===== src/rtl/hazard_ctrl_pkg.sv =====
// hazard_ctrl_pkg: shared CPU pipeline types for hazard control
package hazard_ctrl_pkg;
  typedef enum logic {IDLE, WAIT} state_t;
  localparam logic [1:0] FWD_RF  = 2'b00;
  localparam logic [1:0] FWD_WB  = 2'b01;
  localparam logic [1:0] FWD_MEM = 2'b10;
endpackage


===== src/rtl/hazard_ctrl_fwd_sel.sv =====
// fwd_sel: ALU operand forwarding select for one source register
module fwd_sel
  import hazard_ctrl_pkg::*;
(
  input  logic [4:0] rs,
  input  logic [4:0] rdM,
  input  logic [4:0] rdW,
  input  logic       regWriteM,
  input  logic       regWriteW,
  output logic [1:0] fwd
);
  // MEM result is newer than WB, so it wins; x0 is never forwarded
  always_comb
    fwd = (regWriteM && rdM != 5'd0 && rdM == rs) ? FWD_MEM :
          (regWriteW && rdW != 5'd0 && rdW == rs) ? FWD_WB : FWD_RF;
endmodule


===== src/rtl/hazard_ctrl.sv =====
// hazard_ctrl: pipeline stall/flush/forward control with memory-wait tracking
module hazard_ctrl
  import hazard_ctrl_pkg::*;
#(
  parameter int WAIT_LIMIT = 64,
  parameter int CNT_W      = 32
) (
  input  logic             clk,
  input  logic             rst,
  input  logic [4:0]       rs1D,
  input  logic [4:0]       rs2D,
  input  logic [4:0]       rs1E,
  input  logic [4:0]       rs2E,
  input  logic [4:0]       rdE,
  input  logic [4:0]       rdM,
  input  logic [4:0]       rdW,
  input  logic             regWriteM,
  input  logic             regWriteW,
  input  logic             memReadE,
  input  logic             pcSrcE,
  input  logic             memReqM,
  input  logic             memReadyM,
  output logic             stallF,
  output logic             stallD,
  output logic             stallE,
  output logic             stallM,
  output logic             flushD,
  output logic             flushE,
  output logic [1:0]       forwardAE,
  output logic [1:0]       forwardBE,
  output logic             memTimeout,
  output logic [CNT_W-1:0] stallCycles,
  output logic [CNT_W-1:0] flushCount
);
  localparam int WC_W = $clog2(WAIT_LIMIT + 1);
  state_t state, state_nxt;
  logic [WC_W-1:0] wait_cnt, wait_nxt;
  logic load_use, mem_stall, flush_sel, any_stall, timeout_hit;

  fwd_sel u_fwd_a (.rs(rs1E), .rdM(rdM), .rdW(rdW), .regWriteM(regWriteM), .regWriteW(regWriteW), .fwd(forwardAE));
  fwd_sel u_fwd_b (.rs(rs2E), .rdM(rdM), .rdW(rdW), .regWriteM(regWriteM), .regWriteW(regWriteW), .fwd(forwardBE));

  // Priority: memory stall freezes everything, then branch redirect, then load-use bubble
  always_comb begin
    load_use  = memReadE && rdE != 5'd0 && (rdE == rs1D || rdE == rs2D);
    mem_stall = memReqM && !memReadyM;
    flush_sel = !mem_stall && pcSrcE;
    stallF    = mem_stall || (!pcSrcE && load_use);
    stallD    = mem_stall || (!pcSrcE && load_use);
    stallE    = mem_stall;
    stallM    = mem_stall;
    flushD    = flush_sel;
    flushE    = !mem_stall && (pcSrcE || load_use);
    any_stall = stallF || stallD || stallE || stallM;
  end

  // WAIT tracks an outstanding memory stall; the counter restarts on entry and saturates
  always_comb begin
    state_nxt   = mem_stall ? WAIT : IDLE;
    wait_nxt    = (state == IDLE) ? '0 :
                  (mem_stall && wait_cnt != WC_W'(WAIT_LIMIT)) ? wait_cnt + 1'b1 : wait_cnt;
    timeout_hit = mem_stall && wait_nxt == WC_W'(WAIT_LIMIT - 1);
  end

  // State, wait counter, sticky timeout and saturating performance counters
  always_ff @(posedge clk or negedge rst) begin
    if (!rst) begin
      state       <= IDLE;
      wait_cnt    <= '0;
      memTimeout  <= 1'b0;
      stallCycles <= '0;
      flushCount  <= '0;
    end else begin
      state      <= state_nxt;
      wait_cnt   <= wait_nxt;
      memTimeout <= memTimeout || timeout_hit;
      if (any_stall && !(&stallCycles)) stallCycles <= stallCycles + 1'b1;
      if (flush_sel && !(&flushCount)) flushCount <= flushCount + 1'b1;
    end
  end
endmodule


===== config.mk =====
export PLATFORM = sky130hd
export DESIGN_NAME = hazard_ctrl
export DESIGN_NICKNAME = d
export VERILOG_FILES = /design/src/rtl/hazard_ctrl_pkg.sv /design/src/rtl/hazard_ctrl_fwd_sel.sv /design/src/rtl/hazard_ctrl.sv
export SDC_FILE = /design/constraint.sdc
export NUM_CORES = 1
export LEC_CHECK = 0
export ABC_AREA = 1
export BUFFER_PORTS_ARGS = -buffer_cell sky130_fd_sc_hd__buf_4
export CORE_MARGIN = 1
export CORE_UTILIZATION = 40
export CTS_BUF_LIST = sky130_fd_sc_hd__clkbuf_4 sky130_fd_sc_hd__clkbuf_8 sky130_fd_sc_hd__clkbuf_16
export DETAILED_ROUTE_END_ITERATION = 8
export SLEW_MARGIN = 0
export SYNTH_ARGS = -nofsm -noshare
export SYNTH_HDL_FRONTEND = slang
export SYNTH_SLANG_ARGS = --single-unit

===== constraint.sdc =====
create_clock -name clk -period 2.3 [get_ports clk]
set_input_delay 0.345 -clock clk [delete_from_list [all_inputs] [get_ports clk]]
set_output_delay 0.345 -clock clk [all_outputs]
set_load 0.05 [all_outputs]

# Yosys cells after proc, flatten, opt, wreduce, memory -nomap -nowiden

Cells that the tools add are included.
W data, S select, Z words.

$add $sub $neg: 3
Reduce and logical (&&, ||, !) cells: 32
Mux-type cells: 7
Equality and inequality tests: 8

Operators by type and width:

| operator                | number |
|---|---|
| $add A32 B1 Y32 const B | 2 |
| $reduce_and A32 Y1      | 2 |
| $eq A5 B5 Y1            | 6 |
| $logic_and A1 B1 Y1     | 16 |
| $reduce_bool A5 Y1      | 3 |
| $mux W7                 | 2 |
| $add A7 B1 Y7 const B   | 1 |
| $eq A7 B6 Y1 const B    | 1 |
| $ne A7 B7 Y1 const B    | 1 |
| $logic_or A1 B1 Y1      | 6 |
| $logic_not A1 Y1        | 5 |
| $mux W2                 | 2 |
| $mux W1                 | 3 |

Bits of input ports: 43
Logic and storage cells: 55
Bits in registers: 73
Output and inout port bits: 75

# Depth between registers and ports, before layout

Gate-level depths: netlist of run 1.

Word-level depth: 8
Mapped depth: 12

# Cells and area by module

From an unflattened synthesis of run 1, not the netlist that was laid out.

Cells, all modules: 812
Area total of the unflattened synthesis: 5,287.6 um^2

Modules (own cells, without submodules):

| module      | area an instance (um^2) | times used | cells each |
|---|---|---|---|
| hazard_ctrl | 4,859.7                 | 1          | 712 |
| fwd_sel     | 214.0                   | 2          | 50 |

# Worst setup path after synthesis of run 1

OpenSTA, ideal clock, no wires.

Kind: input -> output
Start point: in rdM[0]
End point: out forwardAE[0]
Setup slack: -0.317 ns
Stages on the path: 4
Arrival: 2.272 ns
Required time: 1.955 ns
Buffers on the path: 0
Cell sequence: xnor2_1 > nand4_1 > nor3_1 > nor2_1

Longest elaborated chain between the ends: 4
Elaborated cells between the ends (all ways): 5

RTL lines:

| what                    | RTL line                  | text |
|---|---|---|
| start, declared         | hazard_ctrl.sv:15         | `input logic [4:0] rdM,` |
| $reduce_bool A5 Y1      | hazard_ctrl_fwd_sel.sv:14 | `fwd = (regWriteM && rdM != 5'd0 && rdM == rs) ? FWD_MEM :` |
| $logic_and A1 B1 Y1     | hazard_ctrl_fwd_sel.sv:14 |  |
| $logic_and A1 B1 Y1 (*) | hazard_ctrl_fwd_sel.sv:14 |  |
| $mux W2 (*)             | hazard_ctrl_fwd_sel.sv:14 |  |
| end, declared           | hazard_ctrl.sv:29         | `output logic [1:0] forwardAE,` |

Mark *: on every way between the ends. The rest lies on a longest branch, timed or not.

# Worst setup path after layout of run 1

Start point: reg stallCycles[0]
End point: reg stallCycles[12]

Longest elaborated chain between the ends: 3
Elaborated cells between the ends (all ways): 4

RTL lines:

| what                                                    | RTL line          | text |
|---|---|---|
| start, declared                                         | hazard_ctrl.sv:32 | `output logic [CNT_W-1:0] stallCycles,` |
| start signal, assigned                                  | hazard_ctrl.sv:77 | `if (any_stall && !(&stallCycles)) stallCycles <= stallCycles + 1'b1;` |
| branches (longest 3 deep; another with $add A32 B1 Y32) | n/a               |  |

Several ways; the timed one is not identified.
A chain may end at the register's enable or synchronous reset.

==> metrics, run 1 <==
Initial Utilization=41.7%; GP Congestion=0.936; XOR/XNOR Fraction of Synth Area=11.8%; vias in the first global route=5031; most frequent cells in the layout=nand2_1 (259), buf_4 (129), inv_1 (71), nand3_1 (71), dfrtp_1 (71); layout cell share with drive strength beyond 1=19.3%; Slew @ Worst Pin=0.582 ns; adder-cell share of the synthesized area=0.978%; most common cell after layout, fill and taps aside=nand2_1; final WL=14.8 mm; fin crit share=88.1%; critical path required time=2.58 ns; Design Power=4290 uW; Max rail drop VDD=0.758 mV; internal power=2750 uW; Final Hold Viols=0; Die X=115 um; critical path capture point type=flop; Setup Skew=0.00832 ns; DR WL/cell=14.1 um; worst-case headroom to the max-slew limit=60.7%; DRC Markers=0; Syn Nets=794; max cap viols=0; compound-gate portion of the synthesized area=2.86%; RSZ-0062 raised after global routing=false; # setup viols final=0; PortBufs=117; global route total overflow=0; Post-DP Area=0.00626 mm2; setup repair bufs after CTS=0; mux contribution to synthesized area=0%; largest net degree at the start of global routing=40; Top Layer Used=met4; CTS buffer count=9; Startpoint Class=flop; WS Path Type=reg -> reg; Post-DP HPWL=11.3 mm; Critical Path AT=2.30 ns; antenna cells=0; leakage=0.00328 uW; antenna violations before repair=0; maximum clock path buffer count=2; CTS H-Tree Depth=3; initial drt markers=291; slowest stage delay, CP=0.41 ns; CTS tree=done; DR WL met3=570 um; mapped cell area=0.00512 mm2; min Tclk post-route=2.03 ns; Switching Share=36.0%; Max Freq=0.493 GHz; Hold WC Path Type=in -> reg; status=complete, no violations; Comb pwr share=27.8%; post-synth cell types=31; pwr dens=649 mW/mm2; Gate Count Post-Synth=747; Post-Syn Area per Cell=6.85 um2; Net Switching=1540 uW; routed via count=5271; crit path cell chain=ha_2 -> nand3_2 -> inv_2 -> nand2_4 -> nor2_8 -> nand2_2 -> nor3_2 -> nand3_2 -> nand2_2 -> buf_12 -> nand2_1 -> nand2_1; chip height=115 um; nets@finish=919; Seq pwr share=36.6%; Crit-path slowest cell=dfrtp_2; final non-filler cell area=0.00661 mm2; Metal-1 WL=7.22 mm; Post-Synth Simple-Gate Area=41.2%; worst-path maximum fanout=31; Final ANT Viol Nets=0; GRT Total Usage=23.5%; IO Count=118; Final Util=53.9%; Yosys warning count=0; dominant combinational cell family by area after synthesis=simple AND/OR/NAND/NOR gates; Vias/cell=5.04; Clock Latency Late Sink=0.34 ns; max-slew violation count=0; #FFs+latches synth=73; clk slew on worst S/H paths=0.06 ns; die area=0.0133 mm2; area delta synth->final=29.1%; register area share after synthesis=35.7%; Root Buffer=clkbuf_16; TritonCTS Sinks=73; final setup margin=0.274 ns; pre-CTS WS=0.253 ns; DRT Pass-1 Iters=4; first-pass GRT wire length=24.5 mm; core area=0.0123 mm2; met2 wire len=6.71 mm; Core Rows=40; Clk network pwr share=35.6%
power groups by stage:
stage / sequential, uW / combinational, uW / clock, uW
finish: 1570 / 1190 / 1530
global route: 1590 / 1290 / 1600
CTS: 1570 / 1200 / 1550
detailed placement: 1590 / 1190 / 0
global placement: 1580 / 1190 / 0
floorplan: 1940 / 402 / 0
metrics by stage:
| step | TNS [ns] | hold slack (ns) | std cells |
|---|---|---|---|
| final | 0 | 0.339 | 1045 |
| after global routing | 0 | 0.343 | 1045 |
| after CTS | 0 | 0.329 | 1045 |
| after detailed placement | 0 | 0.345 | 1028 |
| after global placement | 0 | 0.337 | 1028 |
| after floorplan | -0.0641 | 0.0494 | 747 |
worst max-delay path, delay by kind of cell, from the launching register on:
family,cells,cell delay (ns)
buffers and inverters,2,0.31
DFF,1,0.41
adders and majority gates,1,0.23
and+or+nand+nor,9,0.99
cells in the mapped netlist, drive strengths merged:
cell type  instances  area (um2)
nand3b            11        82.6
and3               1        6.26
nor3b              1        7.51
nand4             17         106
or2                1        6.26
nand3             73         375
nor2              75         308
buf               13        88.8
nand2            262         996
ha                 4        50.1
o21ai             24         120
nor3              41         220
inv               72         270
a21oi              2        10.0
xnor2             27         236
o41ai              1        8.76
xor2              42         368
a21boi             1        7.51
dfrtp             73        1830
clkbuf             6        22.5
final timing paths:
path | startpoint | end | slack (ns) | cells after the start
max | stallCycles[0]$_DFFE_PN0P_ | stallCycles[12]$_DFFE_PN0P_ | 0.27 | 12
min reg2reg | memTimeout$_DFF_PN0_ | memTimeout$_DFF_PN0_ | 0.47 | 2
min in group asynchronous | rst | flushCount[12]$_DFFE_PN0P_ | 0.51 | 2
max reg2reg | stallCycles[0]$_DFFE_PN0P_ | stallCycles[12]$_DFFE_PN0P_ | 0.27 | 12
min | memReadyM | state$_DFF_PN0_ | 0.34 | 3
max in group asynchronous | rst | stallCycles[25]$_DFFE_PN0P_ | 1.20 | 3
routing by layer:
| layer | vias up | GRT usage, % |
|---|---|---|
| met5 | - | 0 |
| met4 | 0 | 8.05 |
| met3 | 19 | 3.06 |
| met2 | 146 | 37.1 |
| met1 | 2465 | 33.2 |
| li1 | 2641 | - |
state kept, by name (all words and copies together) (netlist names):
register     flops
stallCycles     32
state            1
wait_cnt         7
memTimeout       1
flushCount      32
cell type report:
type                       count  area [um2]
clock inverter                 3        46.3
timing repair buffer         133        1040
multi-input combinational    583        2930
clock buffer                  13         280
tap                          168         210
fill                        1238        5660
sequential                    73        1830
inverter                      72         270
logic make-up (layout without fill, tap and decap cells):
kind of cell | Yosys count | in the layout
xor gates and xnor gates | 69 | 69
DFF | 73 | 73
adders and majority gates | 4 | 4
buffers and inverters | 91 | 221
and+or+nand+nor | 482 | 482
AOI/OAI and AO/OA | 28 | 28
timing repair:
item	CTS	global route
hold buffers	1	0
hold endpoints to repair	35	0
setup endpoints to repair	0	15
resized for setup	0	4
No activity file was read; power rests on OpenSTA's default activity.
==> run 2, diff against run 1 <==
==> constraint.sdc (replaced) <==
create_clock -name clk -period 1.7 [get_ports clk]
set_input_delay 0.255 -clock clk [delete_from_list [all_inputs] [get_ports clk]]
set_output_delay 0.255 -clock clk [all_outputs]
set_load 0.05 [all_outputs]
==> run 2 against run 1 <==
Against the previous run:
- the flow now finishes with violations (setup timing)
- total power is 41% higher
- clock-buffer cell count is 2 lower
- global-route usage is 1.1 points higher
- final area is 16% higher
- wire length is 10% higher
- critical endpoint is now stallCycles[26]$_DFFE_PN0P_
- flip-flop and latch count stayed put
- sequential power is 38% higher
- setup slack worse by 0.33 ns
- first-iteration DRC count is 6.9% higher
- clock power is 27% higher
- register-to-register slack worse by 0.33 ns
- combinational power is 64% higher
==> metrics, run 2 (synthesis gave the netlist of run 1 again) <==
Die X=115 um (unchanged); Post-Layout Cell Count=1112 (+6.4%); internal power=3820 uW (+39%); final setup margin=-0.0584 ns (-0.332 ns); global route total overflow=0 (unchanged); WHS Path Cells=2 (-1); DRC Markers=0 (unchanged); core area=0.0123 mm2 (unchanged); maximum clock path buffer count=2 (unchanged); CTS tree=done; vias in the first global route=5238 (+4.1%); crit path cell chain=ha_4 -> nand3_4 -> inv_4 -> nand2_4 -> nor2_8 -> nand2_4 -> nor3_4 -> nand3_4 -> nand2_8 -> clkbuf_16 -> nand2_2 -> nand2_1; max cap viols=0 (unchanged); top flop regs=flushCount (32), stallCycles (32), wait_cnt (7); final WL=16.3 mm (+10%); worst-case headroom to the max-slew limit=76.0% (+15 points); routed via count=5607 (+6.4%); IO Count=118 (unchanged); DRT Pass-1 Iters=5 (+1); TritonCTS Sinks=73 (unchanged); Vias/cell=5.04 (about the same); antenna violations before repair=0 (unchanged); RSZ-0062 raised after global routing=true; CP delay by family, top=simple AND/OR/NAND/NOR gates; Core Rows=40 (unchanged); first-pass GRT wire length=25.2 mm (+3.1%); Clk network pwr share=32.1% (-3.5 points); Setup Skew=0.00666 ns (-0.00166 ns); Startpoint Class=flop; Root Buffer=clkbuf_16; DR WL/cell=14.6 um (+3.4%); max-slew violation count=0 (unchanged); initial drt markers=311 (+6.9%); Slew @ Worst Pin=0.361 ns (-0.222 ns); antenna cells=0 (unchanged); Max Freq=0.569 GHz (+15%); reg2reg end=stallCycles[26]$_DFFE_PN0P_; Design Power=6050 uW (+41%); PortBufs=117 (unchanged); cell total after placement=1081 (+5.2%); Net Switching=2230 uW (+45%); fin crit share=103% (+15 points); flop2flop setup slack=-0.06 ns (-0.33 ns); critical path required time=1.99 ns (-0.59 ns); Min-Delay Endpoint=state$_DFF_PN0_; chip height=115 um (unchanged); Comb pwr share=32.2% (+4.4 points); Switching Share=36.9% (+0.94 points); critical path capture point type=flop; nets@finish=986 (+7.3%); final non-filler cell area=0.00768 mm2 (+16%); R2R cell count=12 (unchanged); most frequent cells in the layout=nand2_1 (227), buf_4 (179), nand3_1 (63); Final ANT Viol Nets=0 (unchanged); CTS H-Tree Depth=3 (unchanged); clk slew on worst S/H paths=0.06 ns (about the same); hold path startpoint=memReadyM; # setup viols final=26 (+26); pwr dens=789 mW/mm2 (+21%); Final Util=62.6% (+8.7 points); WS Path Type=reg -> reg; Seq pwr share=35.7% (-0.9 points); die area=0.0133 mm2 (unchanged); layout cell share with drive strength beyond 1=37.4% (+18 points); Post-DP Area=0.00688 mm2 (+9.8%); violated checks=setup timing; CTS buffer count=9 (unchanged); Max rail drop VDD=0.803 mV (+6.0%); Worst R2R Start=stallCycles[1]$_DFFE_PN0P_; most common cell after layout, fill and taps aside=nand2_1; Final Hold Viols=0 (unchanged); Hold WC Path Type=in -> reg; leakage=0.00374 uW (+14%); slowest stage delay, CP=0.39 ns (-0.02 ns); area delta synth->final=50.0%; status=finished, violations left; Crit path buffers/inverters=2 (unchanged); Initial Utilization=41.7% (unchanged); Clock Latency Late Sink=0.35 ns (about the same); Crit-path slowest cell=dfrtp_2; min Tclk post-route=1.76 ns (-0.268 ns); worst-path maximum fanout=5 (-84%); largest net degree at the start of global routing=40 (unchanged); GP Congestion=0.913 (-2.5%); Critical Path AT=2.04 ns (-0.26 ns); Post-DP HPWL=12.1 mm (+6.6%); Hold WS=0.111 ns (-0.228 ns); GRT Total Usage=24.7% (+1.1 points)
==> run 2: worst register-to-register path, cell delays in order, from the launching register on <==
cell and delay, ns:
dfrtp_2 0.39, ha_4 0.16, nand3_4 0.09, inv_4 0.08
nand2_4 0.06, nor2_8 0.10, nand2_4 0.06, nor3_4 0.14
nand3_4 0.17, nand2_8 0.16, clkbuf_16 0.17, nand2_2 0.05
nand2_1 0.08
==> run 2: metal layers <==
metal  global-route usage [%]  vias to the layer above  share of wire, %
li1                         -                     2765                 -
met1                     28.5                     2650                40
met2                     43.9                      152                52
met3                     5.75                       40               4.7
met4                     10.0                        0               3.1
met5                        0                        -                 0
==> run 2: timing repair <==
| item | CTS | global route |
|---|---|---|
| gates cloned | 0 | 6 |
| endpoints found under the setup margin | 30 | 64 |
| pin swaps | 0 | 22 |
| hold buffers | 1 | 0 |
| hold endpoints to repair | 23 | 0 |
| resized for setup | 3 | 86 |
| setup buffers | 0 | 8 |
==> run 2: final cells by class <==
cell class	count	area [um2]
fillers	1145	4590
multi-input cells	583	3320
flip-flops and latches	73	1880
repair buffers	200	1690
inverters	72	273
clock buffers	11	246
well taps	168	210
clock inverters	5	56.3
==> run 2: stage by stage <==
step,setup WS (ns),setup TNS (ns)
2_1_floorplan,-0.168,-5.17
3_3_place_gp,0.0344,0
3_5_place_dp,-0.00880,-0.0369
4_1_cts,0.00181,0
5_1_grt,-0.145,-4.62
6_report,-0.0584,-0.403
==> run 2: how the worst max path moves through the flow <==
stage | startpoint | end | slack, ns | depth (start not counted)
after floorplan | stallCycles[1]$_DFFE_PN0P_ | stallCycles[23]$_DFFE_PN0P_ | -0.17 | 12
after global placement | stallCycles[10]$_DFFE_PN0P_ | stallCycles[26]$_DFFE_PN0P_ | 0.03 | 10
after detailed placement | stallCycles[10]$_DFFE_PN0P_ | stallCycles[26]$_DFFE_PN0P_ | -0.009 | 10
after CTS | wait_cnt[0]$_DFF_PN0_ | memTimeout$_DFF_PN0_ | 0.002 | 12
after global routing | stallCycles[7]$_DFFE_PN0P_ | stallCycles[26]$_DFFE_PN0P_ | -0.14 | 11
final | stallCycles[1]$_DFFE_PN0P_ | stallCycles[26]$_DFFE_PN0P_ | -0.06 | 12
==> run 2: power by group through the flow <==
stage | Clock [uW] | Sequential, uW | Combinational [uW]
after detailed placement | 0 | 2180 | 1840
after global routing | 2070 | 2190 | 2090
final | 1940 | 2160 | 1950
after CTS | 1980 | 2150 | 1850
after global placement | 0 | 2170 | 1800
after floorplan | 0 | 2690 | 605
==> run 3, diff against run 2 <==
--- a/config.mk
+++ b/config.mk
@@ -8,10 +8,12 @@
 export ABC_AREA = 1
 export BUFFER_PORTS_ARGS = -buffer_cell sky130_fd_sc_hd__buf_4
 export CORE_MARGIN = 1
-export CORE_UTILIZATION = 40
+export CORE_UTILIZATION = 50
 export CTS_BUF_LIST = sky130_fd_sc_hd__clkbuf_4 sky130_fd_sc_hd__clkbuf_8 sky130_fd_sc_hd__clkbuf_16
 export DETAILED_ROUTE_END_ITERATION = 8
+export PLACE_DENSITY = 0.77
 export SLEW_MARGIN = 0
 export SYNTH_ARGS = -nofsm -noshare
 export SYNTH_HDL_FRONTEND = slang
+export SYNTH_HIERARCHICAL = 1
 export SYNTH_SLANG_ARGS = --single-unit
==> run 3 against run 2 <==
Against the previous run:
- the run still ends with setup timing left
- hold slack gained 0.0050 ns
- final cell count grew 2.4%
- wire length down 4.9%
- sequential power decreased by 3%
- clock skew increased by 0.0061 ns
- highest routed layer unchanged
==> metrics, run 3 <==
final setup margin=-0.0369 ns (+0.0215 ns); vias in the first global route=5228 (-0.19%); max-slew violation count=0 (unchanged); TritonCTS Sinks=73 (unchanged); routed via count=5903 (+5.3%); critical path capture point type=flop; DR WL/cell=13.6 um (-7.2%); hold path startpoint=memReadyM; cell total after placement=1106 (+2.3%); maximum clock path buffer count=2 (unchanged); status=finished, violations left; RSZ-0062 raised after global routing=true; Clock Latency Late Sink=0.35 ns (about the same); Design Power=5290 uW (-13%); Die X=105 um (-8.9%); Syn Nets=859 (+8.2%); worst-path maximum fanout=6 (+1); CTS tree=done; chip height=105 um (-8.9%); die area=0.0110 mm2 (-17%); Worst R2R Start=stallCycles[0]$_DFFE_PN0P_; antenna cells=0 (unchanged); global route total overflow=0 (unchanged); WHS Path Cells=2 (unchanged); Post-DP HPWL=11.2 mm (-7.7%); Min-Delay Endpoint=state$_DFF_PN0_; largest area contributor in the netlist=dfrtp_1; worst-case headroom to the max-slew limit=70.5% (-5.5 points); CTS buffer count=9 (unchanged); GP Congestion=0.977 (+7.0%); core area=0.0103 mm2 (-16%); Final Hold Viols=0 (unchanged); layout cell share with drive strength beyond 1=32.9% (-4.5 points); PortBufs=117 (unchanged); GR Util met3=4.24% (-1.5 points); area delta synth->final=41.7%; pwr dens=706 mW/mm2 (-10%); Top FF cell, synth=dfrtp_1; Final ANT Viol Nets=0 (unchanged); Max rail drop VDD=1.35 mV (+68%); Slew @ Worst Pin=0.443 ns (+0.0827 ns); most frequent cells in the layout=nand2_1 (276), buf_4 (176), inv_1 (92); CTS H-Tree Depth=3 (unchanged); critical path required time=1.98 ns (about the same); FFs w/ async S/R, synth=100% (unchanged); top flop regs=flushCount (32), stallCycles (32), wait_cnt (7); Post-synth EDFFs=0 (unchanged); first-pass GRT wire length=24.1 mm (-4.5%); reg2reg end=stallCycles[7]$_DFFE_PN0P_; Final Util=72.9% (+10 points); flop2flop setup slack=-0.04 ns (+0.02 ns); Post-Layout Cell Count=1139 (+2.4%); busiest layer in global routing=met2; leakage=0.00386 uW (+3.2%); IO Count=118 (unchanged); Max Freq=0.576 GHz (+1.2%); largest net degree at the start of global routing=35 (-13%); Startpoint Class=flop; GRT Total Usage=27.0% (+2.4 points); post-synth cell types=30 (-3.2%); cells taking the most area after synthesis=dfrtp_1 (35%), nand2_1 (21%), nand3_1 (7.7%); antenna violations before repair=0 (unchanged); Post-DP Area=0.00684 mm2 (-0.56%); DRT Pass-1 Iters=6 (+1); Post-Syn Area per Cell=6.51 um2 (-4.9%); max cap viols=0 (unchanged); min Tclk post-route=1.74 ns (-0.0215 ns); Core Rows=37 (-7.5%); initial drt markers=470 (+51%); Initial Utilization=51.4% (+9.7 points); clk slew on worst S/H paths=0.08 ns (+0.02 ns); Hold WC Path Type=in -> reg; most common cell after layout, fill and taps aside=nand2_1; Gate Count Post-Synth=812 (+8.7%); nets@finish=1045 (+6.0%); register area share after synthesis=34.5% (-1.1 points); Root Buffer=clkbuf_8; fin crit share=102% (-1.3 points); Yosys warning count=6 (+6); WS Path Type=reg -> reg; violated checks=setup timing; Synth top area share=34.5% (-1.1 points); final WL=15.5 mm (-4.9%); R2R cell count=10 (-2); DRC Markers=0 (unchanged); synth cell count leaders=nand2_1 (298), inv_1 (99), nand3_1 (81), dfrtp_1 (73), nor2_1 (73); mapped cell area=0.00529 mm2 (+3.3%); #FFs+latches synth=73 (unchanged); GRT met2 Usage=43.6% (-0.24 points); Setup Skew=0.0127 ns (+0.00609 ns); # setup viols final=23 (-12%); met1 Usage GRT=37.9% (+9.4 points); Critical Path AT=2.02 ns (-0.02 ns); final non-filler cell area=0.00749 mm2 (-2.4%); Vias/cell=5.18 (+2.8%); count leader, synth=nand2_1
==> run 3: cell count changes in the layout (fill, tap and decap cells not counted), moves of 7 or more <==
cell and delta:
clkbuf_16 -10, clkbuf_8 +9, dfrtp_1 +8, dfrtp_2 -8
inv_1 +30, nand2_1 +49, nand2_4 -7, nand3_1 +9
nor2_1 +7, xnor2_1 -13
==> run 3: area by class of cell <==
cell class	instances	area, um2
clock buffer	10	138
tap	136	170
multi-input combinational	614	3240
clock inverter	6	66.3
fill	834	2780
timing repair buffer	194	1610
inverter	106	408
sequential	73	1870
==> run 3: logic make-up (layout without fill, tap and decap cells) <==
family | after synthesis | in the layout | share of synthesized area, %
compound gates | 28 | 28 | 2.74
xor+xnor | 53 | 53 | 8.78
fa+ha+maj | 4 | 4 | 0.947
buf+inv | 125 | 316 | 9.70
flops | 73 | 73 | 34.5
simple gates | 529 | 529 | 43.3
==> run 3: worst max-delay path by stage <==
stage	end	startpoint
after floorplan	flushCount[2]$_DFFE_PN0P_	flushCount[0]$_DFFE_PN0P_
final	stallCycles[7]$_DFFE_PN0P_	stallCycles[0]$_DFFE_PN0P_
after CTS	flushCount[7]$_DFFE_PN0P_	flushCount[6]$_DFFE_PN0P_
after detailed placement	flushCount[9]$_DFFE_PN0P_	flushCount[1]$_DFFE_PN0P_
after global placement	flushCount[17]$_DFFE_PN0P_	flushCount[3]$_DFFE_PN0P_
after global routing	flushCount[4]$_DFFE_PN0P_	flushCount[26]$_DFFE_PN0P_
==> run 3: report_power, final <==
part | total, uW | internal, uW | leakage, uW | switching, uW
Combinational | 1780 | 656 | 0.00282 | 1120
Sequential | 2090 | 1890 | 0.000936 | 194
Clock | 1430 | 724 | 0.000107 | 704
==> run 3: critical path, cell delays in order, from the launching register on <==
cell and delay [ns]:
dfrtp_2 0.39, ha_4 0.16, nand2_4 0.06, nor2_4 0.10, nand2_2 0.08, nor3_4 0.23, nand4_4 0.20, nand2_8 0.19
clkbuf_16 0.17, nand2_2 0.04, nand2_1 0.06
==> run 3: timing repair <==
item	4_1_cts	5_1_grt
resized for setup	0	76
hold buffers	1	0
hold endpoints to repair	30	0
buffers inserted	0	12
setup endpoints to repair	0	65
==> run 3: through the flow <==
step / setup WS, ns / hold WS, ns / setup TNS (ns)
after global placement: 0.0330 / 0.231 / 0
after detailed placement: 0.0153 / 0.233 / 0
after global routing: -0.142 / 0.105 / -6.72
after CTS: 0.00672 / 0.0989 / 0
final: -0.0369 / 0.116 / -0.352
after floorplan: -0.109 / -0.0406 / -4.95
==> run 3: per-layer routing <==
| metal | wire, um | part of all wire (%) | vias to the layer above |
|---|---|---|---|
| li1 | - | - | 2922 |
| met1 | 6920 | 45 | 2714 |
| met2 | 7250 | 47 | 231 |
| met3 | 1030 | 6.7 | 36 |
| met4 | 256 | 1.7 | 0 |
| met5 | 0 | 0 | - |
